$ cat config.mk
export PLATFORM = sky130hd
export DESIGN_NAME = issue_queue_collapse
export DESIGN_NICKNAME = d
export VERILOG_FILES = /design/src/rtl/issue_queue_collapse.sv
export SDC_FILE = /design/constraint.sdc
export NUM_CORES = 1
export LEC_CHECK = 0
export CAP_MARGIN = 20
export CORE_MARGIN = 2
export CORE_UTILIZATION = 40
export CTS_BUF_LIST = sky130_fd_sc_hd__clkbuf_4 sky130_fd_sc_hd__clkbuf_8 sky130_fd_sc_hd__clkbuf_16
export CTS_CLUSTER_SIZE = 14
export DETAILED_ROUTE_END_ITERATION = 16
export MAX_ROUTING_LAYER = met4
export PLACE_DENSITY_LB_ADDON = 0.12
export SYNTH_ARGS = -nofsm -noshare
export SYNTH_HDL_FRONTEND = slang
export SYNTH_SLANG_ARGS = --single-unit
$ cat constraint.sdc
create_clock -name clk -period 5 [get_ports clk]
set_input_delay 0.5 -clock clk [delete_from_list [all_inputs] [get_ports clk]]
set_output_delay 0.5 -clock clk [all_outputs]
set_load 0.02 [all_outputs]
$ cat src/rtl/issue_queue_collapse.sv
// Four-entry collapsing issue queue: in-order append from dispatch, oldest-ready issue,
// with younger entries shifting down so valid slots always sit at 0..count-1.
module issue_queue_collapse #(
  parameter int DATA_W = 32
) (
  input  logic              clk,
  input  logic              rst,
  input  logic              disp_valid,
  input  logic [DATA_W-1:0] disp_data,
  output logic              disp_ready,
  input  logic [3:0]        entry_rdy,
  input  logic              issue_en,
  input  logic              flush,
  output logic              iss_valid,
  output logic [DATA_W-1:0] iss_data,
  output logic [1:0]        iss_slot,
  output logic [2:0]        count
);

  logic [DATA_W-1:0] entry_q [4];
  logic [DATA_W-1:0] entry_d [4];
  logic [2:0]        count_q, count_d;
  logic [3:0]        valid;
  logic [1:0]        sel;
  logic              found;
  logic              iss_fire, disp_fire;
  logic [2:0]        wr_idx;

  // Valid bits are the thermometer code of count, so they are derived rather than stored.
  always_comb begin
    for (int i = 0; i < 4; i++) valid[i] = (3'(i) < count_q);
  end

  // NOTE: every variable gets a default before the loop so no path leaves it unassigned (no latch).
  always_comb begin
    sel   = 2'd0;
    found = 1'b0;
    for (int i = 3; i >= 0; i--) begin
      if (valid[i] && entry_rdy[i]) begin
        sel   = 2'(i);
        found = 1'b1;
      end
    end
  end

  assign iss_valid  = found & ~flush;
  assign iss_slot   = sel;
  assign iss_data   = entry_q[sel];
  assign disp_ready = (count_q != 3'd4) & ~flush & ~rst;
  assign count      = count_q;

  assign iss_fire  = iss_valid & issue_en;
  assign disp_fire = disp_valid & disp_ready;
  assign wr_idx    = count_q - {2'b00, iss_fire};

  always_comb begin
    entry_d = entry_q;
    count_d = count_q;
    if (flush) begin
      count_d = 3'd0;
    end else begin
      // Collapse first; the append index already accounts for the vacated slot.
      if (iss_fire) begin
        for (int j = 0; j < 3; j++) begin
          if (2'(j) >= sel) entry_d[j] = entry_q[j+1];
        end
      end
      if (disp_fire) entry_d[wr_idx[1:0]] = disp_data;
      count_d = count_q + {2'b00, disp_fire} - {2'b00, iss_fire};
    end
  end

  // NOTE: payload registers are reset too, because iss_data must read zero out of reset.
  // NOTE: sequential state uses non-blocking assignments so all flops update together.
  always_ff @(posedge clk or posedge rst) begin
    if (rst) begin
      count_q <= 3'd0;
      for (int i = 0; i < 4; i++) entry_q[i] <= '0;
    end else begin
      count_q <= count_d;
      entry_q <= entry_d;
    end
  end

endmodule

==> reports/results.txt <==
Final wirelength: 24300 um
M1 WL: 10800 um
Fin crit share: 82.5%
Synthesized area per cell: 10.9 sq um
Register area share after synthesis: 42.1%
Syn Nets: 764
Final setup viols: 0
Pin count of the biggest net entering global routing: 65
Setup CP Type: flop to output port
Slew headroom: 43.0%
Core Area: 19300 sq um
Iteration-0 DRC count of the detailed router: 528
Worst Path Required: 4500 ps
I/O pins: 80
Clk sink count: 131
Final Power: 5.39 mW
Pre-CTS WS: 749 ps
Total CTS buffers: 17
Routability Congestion: 0.798
Clock skew: 4.49 ps
Die Area: 20600 sq um
Post-Layout Cell Count: 1035
Initial Utilization: 40.4%
Hold_buf cts: 0
WL/cell: 23.5 um
CP Capture Type: output port
Unique masters post-synth: 41
Layout cell share with drive strength beyond 1: 29.4%
# diodes: 0
Arrival time at the worst endpoint: 3630 ps
Worst-path clk slew: 60 ps
First-pass DRT Iterations: 5
Fmax: 0.242 GHz
Clock Latency Late Sink: 410 ps
Die height: 144 um
Max_cap viols: 0
Dpl hpwl: 14000 um
Status: completed
Vias per inst: 6.30
Fin crit period: 4130 ps
Max FO, Critical Path: 31
Placed Cells: 1006
CP Launch Type: flop
DIE WIDTH: 144 um
Final nets: 807
Utilization after layout: 48.5%
Setup TNS Final: 0 ps
Global-route wire length before repair: 38700 um
Routed length on met2: 11800 um
Via count: 6521
Gate count of the mapped netlist: 717
Synthesis Warnings: 0
Max-slew violations: 0
RSZ-0062 raised after global routing: false
Post-CTS setup buffer count: 0
Power per cell area: 577 nW/um^2
Max VDD drop: 0.299 mV
Gr ovfl total: 0
P_leak: 3.80 nW
GRT Util Overall: 25.1%
Placement row count: 51
Asr flop ratio synth: 100%
Worst setup margin: 875 ps
Met3 routed wirelength: 1350 um
Slowest CP cell: clkdlybuf4s50_1
Pin slew with the least headroom to its limit: 856 ps
Cell mode on critical path: a32oi_1
CTS Buffer Depth: 2
Root buffer cell: clkbuf_16
Seq cells post-synth: 131
CTS tree: done
Layout area overhead: 19.9%
CP cell instances: inv_1, ha_1, a21bo_1, a21o_2, buf_4, a32oi_1, a32oi_1, clkdlybuf4s50_1
Initial antenna violation count: 0
Top FF cell, synth: dfrtp_1
Detail Route Antenna Nets: 0
Synthesized area: 7790 sq um
Port Buffer Count: 79
Final hold violation count: 0
DRC Markers: 0
CTS H-tree depth: 4
Worst hold path type: flop to flop
Post-synth EDFFs: 0
Max stage delay on crit path: 670 ps
Highest routed layer: met4
Post-CTS Resized: 0
Number of global-route vias before repair: 6695
==> cells in the mapped netlist (5+ instances only) <==
library cell | number | area [sq um]
nor3_1 | 33 | 165
a31oi_1 | 32 | 200
o31ai_1 | 32 | 240
ha_1 | 5 | 62.6
inv_1 | 9 | 33.8
a32oi_1 | 64 | 561
dfrtp_1 | 131 | 3280
nand4_1 | 33 | 206
mux2_2 | 126 | 1420
mux2_4 | 30 | 450
nand3_1 | 35 | 175
clkbuf_1 | 56 | 210
buf_2 | 18 | 90.1
o21ai_0 | 64 | 320
buf_6 | 5 | 56.3
==> worst max-delay path, delay by kind of cell, from the launching register on <==
family	cells	cell delay (ps)
AO/OA/AOI/OAI	4	1340
buffers and inverters	3	1100
flip-flops	1	490
adder cells (fa/ha/maj)	1	260
==> per-layer routing <==
metal / GRT usage, % / up-vias
met5: - / -
met4: 7.17 / 0
met3: 3.83 / 38
met2: 39.5 / 243
met1: 33.9 / 3359
li1: - / 2881
==> path summary, 6_finish.rpt <==
path / start / to / slack [ps] / cells after the start
min in group asynchronous: rst / count[2] / 560 / 2
worst max-delay path: count[1] / iss_data[27] / 870 / 8
worst min register to register: flop / flop / 520 / 1
max in group asynchronous: rst / entry_q[102] / 3350 / 3
worst min-delay path: flop / flop / 520 / 1
worst max register to register: count[1] / flop / 1070 / 12
==> cells in the final DEF, fill, tap and decap left out, types with 2 or more instances in the layout <==
cell type | Yosys | routed
a31oi_1 | 32 | 32
nand4_1 | 33 | 33
nand2_1 | 3 | 3
nor2_1 | 4 | 3
o31ai_1 | 32 | 32
ha_1 | 5 | 5
clkbuf_8 | 0 | 4
clkinv_2 | 0 | 3
buf_4 | 3 | 29
mux2_2 | 126 | 126
dfrtp_1 | 131 | 131
mux2_4 | 30 | 30
nand3_1 | 35 | 34
mux2_1 | 4 | 4
clkbuf_16 | 0 | 17
nand2b_1 | 3 | 3
nor3_4 | 0 | 2
o21ai_0 | 64 | 64
a32oi_1 | 64 | 64
nor3_1 | 33 | 33
clkdlybuf4s50_1 | 0 | 79
inv_1 | 9 | 8
and2_1 | 2 | 2
clkbuf_4 | 0 | 3
==> where the power goes <==
part / internal (mW) / switching (mW) / total (mW)
logic: 1.20 / 1.16 / 2.36
registers: 1.51 / 0.324 / 1.83
clock network: 0.742 / 0.454 / 1.20
==> kinds of logic (layout without fill, tap and decap cells) <==
| logic type | after synthesis | count (layout) | share of synthesized area [%] |
|---|---|---|---|
| flip-flops | 131 | 131 | 42.1 |
| adder cells (fa/ha/maj) | 6 | 6 | 1.06 |
| buffers and inverters | 94 | 147 | 5.44 |
| AO/OA/AOI/OAI | 202 | 202 | 18.0 |
| XOR/XNOR | 2 | 2 | 0.225 |
| multiplexers | 160 | 160 | 24.6 |
| AND/OR/NAND/NOR | 122 | 122 | 8.67 |
==> stage by stage <==
step	hold slack, ps	cell area [sq um]
3_5_place_dp	508	8790
2_1_floorplan	474	7790
4_1_cts	523	9340
3_3_place_gp	489	8790
6_report	518	9340
5_1_grt	544	9340
==> layout make-up <==
| cell class | count | area (sq um) |
|---|---|---|
| inverter | 10 | 40.0 |
| clock buffer | 24 | 503 |
| multi-input combinational | 492 | 4130 |
| timing repair buffer | 108 | 1010 |
| sequential | 131 | 3280 |
| fill | 1799 | 9930 |
| tap | 265 | 332 |
| clock inverter | 5 | 52.6 |
No activity file was read; power rests on OpenSTA's default activity.
